===== src/rtl/cache_pkg.sv =====
// ---------------------------------------------------------------------------
// cache_pkg
// Shared cache definitions: geometry, address field positions, FSM state
// encoding and address field extraction helpers. Intended to be reused by
// the instruction cache as well.
// ---------------------------------------------------------------------------
package cache_pkg;

    localparam int unsigned ADDR_W     = 8;
    localparam int unsigned INDEX_W    = 3;
    localparam int unsigned OFFSET_W   = 2;
    localparam int unsigned TAG_W      = ADDR_W - INDEX_W - OFFSET_W;
    localparam int unsigned NUM_BLOCKS = 1 << INDEX_W;
    localparam int unsigned BYTE_W     = 8;
    localparam int unsigned BLOCK_W    = BYTE_W << OFFSET_W;
    localparam int unsigned MEM_ADDR_W = TAG_W + INDEX_W;

    // Field positions inside a CPU byte address {tag, index, offset}
    localparam int unsigned OFFSET_LSB = 0;
    localparam int unsigned INDEX_LSB  = OFFSET_W;
    localparam int unsigned TAG_LSB    = OFFSET_W + INDEX_W;

    typedef logic [ADDR_W-1:0]     addr_t;
    typedef logic [TAG_W-1:0]      tag_t;
    typedef logic [INDEX_W-1:0]    index_t;
    typedef logic [OFFSET_W-1:0]   offset_t;
    typedef logic [BYTE_W-1:0]     byte_t;
    typedef logic [BLOCK_W-1:0]    block_t;
    typedef logic [MEM_ADDR_W-1:0] mem_addr_t;

    typedef enum logic [1:0] {
        IDLE   = 2'd0,
        MEM_WB = 2'd1,
        MEM_RD = 2'd2
    } cache_state_e;

    function automatic tag_t addr_tag(input addr_t a);
        return a[TAG_LSB +: TAG_W];
    endfunction

    function automatic index_t addr_index(input addr_t a);
        return a[INDEX_LSB +: INDEX_W];
    endfunction

    function automatic offset_t addr_offset(input addr_t a);
        return a[OFFSET_LSB +: OFFSET_W];
    endfunction

endpackage


===== src/rtl/dcache_controller_if.sv =====
// ---------------------------------------------------------------------------
// dcache_cpu_if : CPU load/store port of the data cache.
//   READ/WRITE/ADDRESS/WRITEDATA  CPU -> cache (level requests)
//   READDATA/BUSYWAIT             cache -> CPU
//   master = CPU side, slave = cache side.
// dcache_mem_if : block-transfer port between the cache and data memory.
//   MEM_READ/MEM_WRITE/MEM_ADDRESS/MEM_WRITEDATA  cache -> memory
//   MEM_READDATA/MEM_BUSYWAIT                     memory -> cache
//   master = cache side, slave = memory side.
// ---------------------------------------------------------------------------
interface dcache_cpu_if;
    import cache_pkg::*;

    logic  READ;
    logic  WRITE;
    addr_t ADDRESS;
    byte_t WRITEDATA;
    byte_t READDATA;
    logic  BUSYWAIT;

    modport master (
        output READ, WRITE, ADDRESS, WRITEDATA,
        input  READDATA, BUSYWAIT
    );

    modport slave (
        input  READ, WRITE, ADDRESS, WRITEDATA,
        output READDATA, BUSYWAIT
    );
endinterface

interface dcache_mem_if;
    import cache_pkg::*;

    logic      MEM_READ;
    logic      MEM_WRITE;
    mem_addr_t MEM_ADDRESS;
    block_t    MEM_WRITEDATA;
    block_t    MEM_READDATA;
    logic      MEM_BUSYWAIT;

    modport master (
        output MEM_READ, MEM_WRITE, MEM_ADDRESS, MEM_WRITEDATA,
        input  MEM_READDATA, MEM_BUSYWAIT
    );

    modport slave (
        input  MEM_READ, MEM_WRITE, MEM_ADDRESS, MEM_WRITEDATA,
        output MEM_READDATA, MEM_BUSYWAIT
    );
endinterface


===== src/rtl/dcache_array.sv =====
// ---------------------------------------------------------------------------
// dcache_array
// Direct-mapped storage: per-block data, tag, valid and dirty bits.
//   clk_i, rst_ni   clock, synchronous active-low clear of valid/dirty
//   index_i         block selected for all reads and writes
//   offset_i        byte lane for byte writes
//   byte_we_i       write byte_i into the selected lane, mark block dirty
//   fill_i          load fill_data_i/fill_tag_i, mark valid and clean
//   clean_i         clear dirty (victim written back)
//   tag_o, valid_o, dirty_o, block_o  combinational read of block index_i
// Data and tags are not reset; valid gates their use.
// ---------------------------------------------------------------------------
module dcache_array
    import cache_pkg::*;
(
    input  logic   clk_i,
    input  logic   rst_ni,
    input  index_t index_i,
    input  offset_t offset_i,
    input  logic   byte_we_i,
    input  byte_t  byte_i,
    input  logic   fill_i,
    input  tag_t   fill_tag_i,
    input  block_t fill_data_i,
    input  logic   clean_i,
    output tag_t   tag_o,
    output logic   valid_o,
    output logic   dirty_o,
    output block_t block_o
);

    logic [NUM_BLOCKS-1:0] valid_q;
    logic [NUM_BLOCKS-1:0] dirty_q;
    tag_t                  tag_q  [NUM_BLOCKS];
    block_t                data_q [NUM_BLOCKS];

    always_ff @(posedge clk_i) begin
        if (!rst_ni) begin
            valid_q <= '0;
            dirty_q <= '0;
        end else if (fill_i) begin
            valid_q[index_i] <= 1'b1;
            dirty_q[index_i] <= 1'b0;
        end else if (byte_we_i) begin
            dirty_q[index_i] <= 1'b1;
        end else if (clean_i) begin
            dirty_q[index_i] <= 1'b0;
        end
    end

    always_ff @(posedge clk_i) begin
        if (fill_i) begin
            data_q[index_i] <= fill_data_i;
            tag_q[index_i]  <= fill_tag_i;
        end else if (byte_we_i) begin
            data_q[index_i][offset_i*BYTE_W +: BYTE_W] <= byte_i;
        end
    end

    assign tag_o   = tag_q[index_i];
    assign valid_o = valid_q[index_i];
    assign dirty_o = dirty_q[index_i];
    assign block_o = data_q[index_i];

endmodule


===== src/rtl/dcache_controller.sv =====
// ---------------------------------------------------------------------------
// dcache_controller
// Direct-mapped, write-back, write-allocate data cache. Hits complete in the
// request cycle; misses stall the CPU with BUSYWAIT while the FSM writes back
// a dirty victim (MEM_WB) and refills the block (MEM_RD), after which the
// request completes as a hit in IDLE.
//   CLK    clock
//   RESET  synchronous active-low reset
//   cpu    CPU load/store port (READ/WRITE/ADDRESS/WRITEDATA, READDATA/BUSYWAIT)
//   mem    block memory port (MEM_READ/MEM_WRITE/MEM_ADDRESS/MEM_WRITEDATA,
//          MEM_READDATA/MEM_BUSYWAIT)
// ---------------------------------------------------------------------------
module dcache_controller
    import cache_pkg::*;
(
    input  logic         CLK,
    input  logic         RESET,
    dcache_cpu_if.slave  cpu,
    dcache_mem_if.master mem
);

    cache_state_e state_q, state_d;
    logic         mem_read_q, mem_read_d;
    logic         mem_write_q, mem_write_d;
    mem_addr_t    mem_addr_q, mem_addr_d;
    block_t       mem_wdata_q, mem_wdata_d;

    tag_t    req_tag;
    index_t  req_index;
    offset_t req_offset;
    logic    req;
    logic    hit;

    tag_t   line_tag;
    logic   line_valid;
    logic   line_dirty;
    block_t line_data;

    logic byte_we;
    logic fill;
    logic clean;

    assign req_tag    = addr_tag(cpu.ADDRESS);
    assign req_index  = addr_index(cpu.ADDRESS);
    assign req_offset = addr_offset(cpu.ADDRESS);
    assign req        = cpu.READ | cpu.WRITE;
    assign hit        = line_valid && (line_tag == req_tag);

    dcache_array u_array (
        .clk_i       (CLK),
        .rst_ni      (RESET),
        .index_i     (req_index),
        .offset_i    (req_offset),
        .byte_we_i   (byte_we),
        .byte_i      (cpu.WRITEDATA),
        .fill_i      (fill),
        .fill_tag_i  (req_tag),
        .fill_data_i (mem.MEM_READDATA),
        .clean_i     (clean),
        .tag_o       (line_tag),
        .valid_o     (line_valid),
        .dirty_o     (line_dirty),
        .block_o     (line_data)
    );

    always_ff @(posedge CLK) begin
        if (!RESET) begin
            state_q     <= IDLE;
            mem_read_q  <= 1'b0;
            mem_write_q <= 1'b0;
            mem_addr_q  <= '0;
            mem_wdata_q <= '0;
        end else begin
            state_q     <= state_d;
            mem_read_q  <= mem_read_d;
            mem_write_q <= mem_write_d;
            mem_addr_q  <= mem_addr_d;
            mem_wdata_q <= mem_wdata_d;
        end
    end

    always_comb begin
        state_d = state_q;
        byte_we = 1'b0;
        fill    = 1'b0;
        clean   = 1'b0;

        unique case (state_q)
            IDLE: begin
                if (req) begin
                    if (hit) begin
                        // READ wins when both are asserted: the store is dropped.
                        byte_we = cpu.WRITE && !cpu.READ;
                    end else if (line_dirty) begin
                        state_d = MEM_WB;
                    end else begin
                        state_d = MEM_RD;
                    end
                end
            end
            MEM_WB: begin
                if (!mem.MEM_BUSYWAIT) begin
                    clean   = 1'b1;
                    state_d = MEM_RD;
                end
            end
            MEM_RD: begin
                if (!mem.MEM_BUSYWAIT) begin
                    fill    = 1'b1;
                    state_d = IDLE;
                end
            end
            default: state_d = IDLE;
        endcase

        // Storage must not change on a reset edge, even mid-transfer.
        if (!RESET) begin
            byte_we = 1'b0;
            fill    = 1'b0;
            clean   = 1'b0;
        end
    end

    // Memory request registers are loaded from the state being entered so
    // they rise with the state and hold steady for the whole transfer.
    always_comb begin
        mem_read_d  = 1'b0;
        mem_write_d = 1'b0;
        mem_addr_d  = '0;
        mem_wdata_d = '0;
        unique case (state_d)
            MEM_WB: begin
                mem_write_d = 1'b1;
                mem_addr_d  = {line_tag, req_index};
                mem_wdata_d = line_data;
            end
            MEM_RD: begin
                mem_read_d = 1'b1;
                mem_addr_d = {req_tag, req_index};
            end
            default: ;
        endcase
    end

    assign cpu.BUSYWAIT  = RESET && req && !(state_q == IDLE && hit);
    assign cpu.READDATA  = (RESET && hit) ? line_data[req_offset*BYTE_W +: BYTE_W] : '0;

    assign mem.MEM_READ      = mem_read_q;
    assign mem.MEM_WRITE     = mem_write_q;
    assign mem.MEM_ADDRESS   = mem_addr_q;
    assign mem.MEM_WRITEDATA = mem_wdata_q;

endmodule


===== src/flat_wrapper.sv =====
// flat-port wrapper written by rule: the top's interface ports become plain ports
module dcache_controller_flat import cache_pkg::*;
  (CLK, RESET, cpu_READ, cpu_WRITE, cpu_ADDRESS, cpu_WRITEDATA, cpu_READDATA, cpu_BUSYWAIT, mem_MEM_READ, mem_MEM_WRITE, mem_MEM_ADDRESS, mem_MEM_WRITEDATA, mem_MEM_READDATA, mem_MEM_BUSYWAIT);
  dcache_cpu_if cpu_i ();
  dcache_mem_if mem_i ();
  input  logic CLK;
  input  logic RESET;
  input wire logic [$bits(cpu_i.READ)-1:0] cpu_READ;
  input wire logic [$bits(cpu_i.WRITE)-1:0] cpu_WRITE;
  input wire logic [$bits(cpu_i.ADDRESS)-1:0] cpu_ADDRESS;
  input wire logic [$bits(cpu_i.WRITEDATA)-1:0] cpu_WRITEDATA;
  output wire logic [$bits(cpu_i.READDATA)-1:0] cpu_READDATA;
  output wire logic [$bits(cpu_i.BUSYWAIT)-1:0] cpu_BUSYWAIT;
  output wire logic [$bits(mem_i.MEM_READ)-1:0] mem_MEM_READ;
  output wire logic [$bits(mem_i.MEM_WRITE)-1:0] mem_MEM_WRITE;
  output wire logic [$bits(mem_i.MEM_ADDRESS)-1:0] mem_MEM_ADDRESS;
  output wire logic [$bits(mem_i.MEM_WRITEDATA)-1:0] mem_MEM_WRITEDATA;
  input wire logic [$bits(mem_i.MEM_READDATA)-1:0] mem_MEM_READDATA;
  input wire logic [$bits(mem_i.MEM_BUSYWAIT)-1:0] mem_MEM_BUSYWAIT;
  assign cpu_i.READ = cpu_READ;
  assign cpu_i.WRITE = cpu_WRITE;
  assign cpu_i.ADDRESS = cpu_ADDRESS;
  assign cpu_i.WRITEDATA = cpu_WRITEDATA;
  assign cpu_READDATA = cpu_i.READDATA;
  assign cpu_BUSYWAIT = cpu_i.BUSYWAIT;
  assign mem_MEM_READ = mem_i.MEM_READ;
  assign mem_MEM_WRITE = mem_i.MEM_WRITE;
  assign mem_MEM_ADDRESS = mem_i.MEM_ADDRESS;
  assign mem_MEM_WRITEDATA = mem_i.MEM_WRITEDATA;
  assign mem_i.MEM_READDATA = mem_MEM_READDATA;
  assign mem_i.MEM_BUSYWAIT = mem_MEM_BUSYWAIT;
  dcache_controller u_core (.CLK(CLK), .RESET(RESET), .cpu(cpu_i), .mem(mem_i));
endmodule

===== config.mk =====
export PLATFORM = sky130hd
export DESIGN_NAME = dcache_controller_flat
export DESIGN_NICKNAME = d
export VERILOG_FILES = /design/src/rtl/cache_pkg.sv /design/src/rtl/dcache_controller_if.sv /design/src/rtl/dcache_array.sv /design/src/rtl/dcache_controller.sv /design/src/flat_wrapper.sv
export SDC_FILE = /design/constraint.sdc
export NUM_CORES = 1
export LEC_CHECK = 0
export BUFFER_PORTS_ARGS = -buffer_cell sky130_fd_sc_hd__clkbuf_2
export CORE_MARGIN = 2
export CORE_UTILIZATION = 55
export CTS_BUF_LIST = sky130_fd_sc_hd__clkbuf_2
export DETAILED_ROUTE_END_ITERATION = 8
export PLACE_DENSITY = 0.77
export RECOVER_POWER = 25
export SLEW_MARGIN = 15
export SYNTH_ARGS = -nofsm -noshare
export SYNTH_HDL_FRONTEND = slang
export SYNTH_HIERARCHICAL = 1
export SYNTH_SLANG_ARGS = --single-unit

===== constraint.sdc =====
create_clock -name CLK -period 3.5 [get_ports CLK]
set_input_delay 0.35 -clock CLK [delete_from_list [all_inputs] [get_ports CLK]]
set_output_delay 0.35 -clock CLK [all_outputs]
set_load 0.01 [all_outputs]

* Word level (Yosys, flattened, before mapping)
Memory sizes are Yosys's and may differ from the RTL's.
Index checks and enable logic that the tools add are counted.
W data, S select, Z words.
** Storage, ports and cells
- Input port bits :: 53
- Bits in registers :: 58
- Logic and storage cells :: 134
- Memory bits (writable) :: 280
- Output and inout bits :: 49
- Memories :: 2
** Operators by class
- $add $sub $neg :: 1
- Multiplexer cells :: 65
- $lt $le $gt $ge :: 2
- Shift-type cells :: 3
- Reductions and logical operators :: 12
- Eq/ne operators :: 5
- Bitwise operators :: 37
** Memories
- u_core.u_array.data_q :: words 8, bits a word 32, read ports 1, clocked after Yosys merged registers in 0, wr ports 1, RTL line dcache_array.sv:35 : block_t data_q [NUM_BLOCKS];
- u_core.u_array.tag_q :: words 8, bits a word 3, read ports 1, clocked after Yosys merged registers in 0, wr ports 1, RTL line dcache_array.sv:34 : tag_t tag_q [NUM_BLOCKS];
** Operators by type and width (number)
- $mux W1 :: 50
- $neg A5 Y34 :: 1
- $shift A8 B34 Y32 const A :: 1
- $shiftx A8 B34 Y32 :: 1
- $or A1 B1 Y1 :: 33
- $mux W32 :: 1
- $mux W8 :: 4
- $shiftx A32 B6 Y8 :: 1
- $or A8 B8 Y8 :: 2
- $pmux W6 S2 :: 1
- $mux W2 :: 5
- $and A8 B8 Y8 :: 1
- $not A8 Y8 :: 1
- $logic_and A1 B1 Y1 :: 7
- $bmux W1 S3 :: 2
- $pmux W2 S3 :: 1
- $eq A2 B1 Y1 const B :: 2
- $eq A2 B2 Y1 const B :: 2
- $lt A3 B4 Y1 const B :: 1
- $demux W1 S3 :: 1
- $eq A3 B3 Y1 :: 1
- $ge A3 B1 Y1 const B :: 1
- $reduce_bool A3 Y1 :: 1
- $logic_not A1 Y1 :: 2
- 2 further kinds :: 2

* Logic depth before layout (Yosys ltp)
- Depth in word-level cells :: 11
- Depth in mapped cells :: 14
- Depth with buffers taken out :: 10

* By module
The synthesis kept the hierarchy.
** Modules (own cells, without submodules)
- dcache_array :: cells an instance 680, times used 1, seq. area each 8728.4 um^2, area an instance 12187.9 um^2
- dcache_controller :: cells an instance 145, times used 1, seq. area each 840.8 um^2, area an instance 1634.1 um^2

* Worst setup path after synthesis
Ideal clock, no wire load.
- Path kind :: input -> register
- Start point :: input cpu_ADDRESS[2]
- End point :: memory u_core/u_array/data_q[0][10] (netlist name) (data pin)
- Arrival time :: 3.230 ns
- Library setup time :: 0.167 ns
- Setup slack :: 0.103 ns
- Stages on the path :: 11
- Buffers on the path :: 3
- Required time :: 3.333 ns
- Path through :: buf_6 -> buf_6 -> mux4_2 -> mux2_2 -> xnor2_1 -> nand4_1 -> nor4_1 -> buf_2 -> nand3b_1 -> nor4_2 -> a22o_1
** On the way
- Word-level cells in the longest chain between the ends :: 11
- Elaborated cells between the ends (all ways) :: 13
- Those cells by class :: 1 x eq/ne; 10 x mux; 1 x reduce/logical; 1 x memory
** RTL lines
- from (decl) :: RTL line flat_wrapper.sv:10 : input wire logic [$bits(cpu_i.ADDRESS)-1:0] cpu_ADDRESS;
- $mem_v2 Z8 W3
- net u_core.line_tag[2] :: RTL line dcache_controller.sv:34 : tag_t line_tag;
- $eq A3 B3 Y1 :: RTL line dcache_controller.sv:47 : assign hit = line_valid && (line_tag == req_tag);
- $logic_and A1 B1 Y1 :: RTL line dcache_controller.sv:47
- $mux W1 :: RTL line dcache_controller.sv:91 : if (hit) begin
- $mux W1 :: RTL line dcache_controller.sv:90 : if (req) begin
- $mux W1 :: RTL line dcache_controller.sv:88 : unique case (state_q)
- $mux W1 :: RTL line dcache_controller.sv:117 : if (!RESET) begin
- net u_core.byte_we :: RTL line dcache_controller.sv:39 : logic byte_we;
- $mux W1 :: RTL line dcache_array.sv:55 : end else if (byte_we_i) begin
- $mux W1 :: RTL line dcache_array.sv:52 : if (fill_i) begin
- $mux W32 (implied by the code) :: RTL line dcache_array.sv:56 : data_q[index_i][offset_i*BYTE_W +: BYTE_W] <= byte_i;
- $mux W1 (no source line)
- to (decl) :: RTL line dcache_array.sv:35
The timed path passes the listed nets, and every way through them passes these cells. The select of a mux whose other input is x is not followed.

* Worst setup path in the final report
- Start point :: memory u_core/u_array/tag_q[7][2] (netlist name)
- End point :: memory u_core/u_array/data_q[4][29] (netlist name) (data pin)
** On the way
- Word-level cells in the longest chain between the ends :: 11
** RTL lines (RTL line)
- from (decl) :: dcache_array.sv:34
- $mem_v2 Z8 W3
- net u_core.line_tag[2] :: dcache_controller.sv:34
- $eq A3 B3 Y1 :: dcache_controller.sv:47
- $logic_and A1 B1 Y1 :: dcache_controller.sv:47
- $mux W1 :: dcache_controller.sv:91
- $mux W1 :: dcache_controller.sv:90
- $mux W1 :: dcache_controller.sv:88
- $mux W1 :: dcache_controller.sv:117
- net u_core.byte_we :: dcache_controller.sv:39
- $mux W1 :: dcache_array.sv:55
- $mux W1 :: dcache_array.sv:52
- $mux W32 (implied by the code) :: dcache_array.sv:56
- $mux W1 (no source line)
The timed path passes the listed nets, and every way through them passes these cells.

==> flow_summary.json <==
{
  "io_buffers": 101,
  "clock_latency_ps": 840,
  "rows": 58,
  "final_nets": 1114,
  "synth_nets": 886,
  "layout-drive-gt1-share": 0.318,
  "ys_seq_area_frac": 0.692,
  "overflow": 0,
  "cts_root_buf": "clkbuf_2",
  "cts_tree": "yes",
  "ir_drop_mv": 0.324,
  "outcome": "finished, final reports clean",
  "fp.dieArea_um2": 26400,
  "multi_input_area_um2": 3980,
  "vias": 8714,
  "maxCapViolCount": 0,
  "hold_viol": 0,
  "required_ps": 4120,
  "path_class": "flop to flop",
  "worstPathCellList": "mux4_2, mux2_2, xnor2_1, nand4_1, nor4_2, buf_4, buf_4, nand3b_1, nor4b_2, buf_4, a22o_1",
  "synth_edf_count": 280,
  "cp_common_cell": "buf_4",
  "htreeDepth": 3,
  "cp_max_fo": 8,
  "start_util": 0.555,
  "yosysWarnings": 6,
  "layout_commonest_cell": "edfxtp_1",
  "worstMarginPinSlew_ps": 933,
  "critPathTopFamily": "simple AND/OR/NAND/NOR gates",
  "grt_pass1_vias": 8433,
  "wire_per_inst_um": 23.5,
  "synthDistinctLibCells": 59,
  "cp_num_buf_inv": 3,
  "min_period_ps": 3380,
  "setup_viol": 0,
  "place_ws_ps": -24.2,
  "fp.coreArea_um2": 24900,
  "grt_pass1_wl_um": 49600,
  "netlist_area_um2": 13800,
  "place_congestion": 0.878,
  "cp_slowest_stage_delay_ps": 470,
  "antenna_found_initial": 1,
  "hp-class": "primary input to flop",
  "post-cts-setup-buffers": 0,
  "cts_buffer_depth": 3,
  "routed_wl_um": 34100,
  "hpwl_um": 22200,
  "seqCellArea_um2": 9570,
  "clock_skew_ps": 54.7,
  "antenna_left": 0,
  "leakagePower_nw": 5.83,
  "drtIter0Drc": 979,
  "fin_cells": 1448,
  "critPathSlowestCell": "mux4_2",
  "fmax_ghz": 0.296,
  "track_usage": 0.258,
  "drcViolationCount": 0,
  "ys_ff_latch": 338,
  "syn_avg_cell_area_um2": 16.8,
  "drv_slew": 0,
  "relSlewSlack": 0.376,
  "final_cell_mix": "edfxtp_1 (280), clkbuf_2 (182), dfxtp_1 (58), buf_4 (55), nor2_1 (50)",
  "numCtsBuffers": 79,
  "die_width_um": 163,
  "worst_setup_path_start_kind": "flop",
  "grt_max_degree": 63,
  "async_reset_ff_frac": 0,
  "die_h_um": 163,
  "critPathArrivalTime_ps": 3990,
  "synth-main-ff-cell": "edfxtp_1",
  "p_per_area_nw_per_um2": 463,
  "clkSlewWorstSetupHoldPaths_ps": 110,
  "synthCells": 825,
  "cp-end-kind": "flop",
  "ios": 102,
  "setup_slack_ps": 123,
  "drt_pass1_iterations": 6,
  "clkSinkCount": 338,
  "fillers": 1787,
  "areaGrowthSynthToFinish_pct": 15.5,
  "period_share": 0.965,
  "dp_cells": 1269,
  "viasPerCell": 6.02
}
-- sequential cells by signal, indices dropped and copies added (netlist names), named ones only --
register                  count
u_core/mem.MEM_WRITEDATA     32
u_core/mem.MEM_ADDRESS        6
u_core/state_q                2
u_core/u_array/tag_q         24
u_core/mem.MEM_READ           1
u_core/u_array/valid_q        8
u_core/mem.MEM_WRITE          1
u_core/u_array/data_q       256
-- metrics by stage --
stage	TNS (ps)	area (µm²)	total power [W]	utilization	hold WS [ps]
floorplan	0	13800	0.00479	-	440
global placement	0	15000	0.00499	0.603	448
detailed placement	-851	15000	0.00500	0.603	454
CTS	0	16000	0.00743	0.642	3.53
global route	-64.2	16000	0.00770	0.642	25.8
finish	0	16000	0.00739	0.642	51.1
-- cell families after synthesis --
| logic type | Yosys count | synth area share |
|---|---|---|
| AND/OR/NAND/NOR | 183 | 0.0798 |
| buffers and inverters | 57 | 0.0213 |
| flip-flops | 338 | 0.692 |
| multiplexers | 111 | 0.130 |
| XOR/XNOR | 3 | 0.00190 |
| adder cells (fa/ha/maj) | 8 | 0.00724 |
| AO/OA/AOI/OAI | 125 | 0.0671 |
-- Yosys cell counts (8+ instances only) --
cell	n	share of area
edfxtp_1	280	0.61
dfxtp_1	58	0.084
nor2_1	50	0.014
mux4_2	48	0.078
mux2_2	47	0.038
and3_1	46	0.021
a22o_1	36	0.023
clkbuf_1	27	0.0073
buf_2	16	0.0058
nand2_1	16	0.0043
o21ai_0	15	0.0054
a22oi_1	14	0.0076
mux2i_1	14	0.010
nand3b_1	13	0.0071
and3b_1	11	0.0070
a21oi_1	10	0.0036
o21a_1	9	0.0049
ha_1	8	0.0072
nand3_1	8	0.0029
-- power by group --
group | total, W | switching, W | leakage (nW) | internal (W)
sequential | 0.00438 | 0.00000791 | 2.99 | 0.00437
combinational | 0.000564 | 0.000331 | 2.29 | 0.000232
clock | 0.00245 | 0.00147 | 0.555 | 0.000978
total | 0.00739 | 0.00181 | 5.83 | 0.00558
-- cell type report --
cell class                 instances  share of cell area
sequential                       338               0.599
clock buffer                     119              0.0373
tap                              330              0.0259
inverter                           5             0.00118
timing repair buffer             199              0.0796
multi-input combinational        430               0.249
clock inverter                    26             0.00783
antenna                            1            0.000157
-- layer usage --
layer | GRT usage | part of all wire
met1 | 0.354 | 0.39
met2 | 0.405 | 0.47
met3 | 0.0591 | 0.11
met4 | 0.101 | 0.028
met5 | 0 | 0
-- repair_timing --
action                                  4_1_cts  5_1_grt
hold endpoints to repair                    163       51
hold buffers                                 26        7
endpoints found under the setup margin        0       46
resized for setup                             0        8
-- path summary, 6_finish.rpt --
path,start,endpoint,slack (ps),depth (start not counted)
worst max-delay path,u_core/u_array/tag_q[7][2],u_core/u_array/data_q[4][29],120,11
worst min register to register,u_core/u_array/valid_q[7],u_core/u_array/valid_q[7],470,1
worst min-delay path,mem_MEM_READDATA[4],u_core/u_array/data_q[7][4],50,2
worst max register to register,u_core/u_array/tag_q[7][2],u_core/u_array/data_q[4][29],120,11
(Power assumes the default switching activity.)
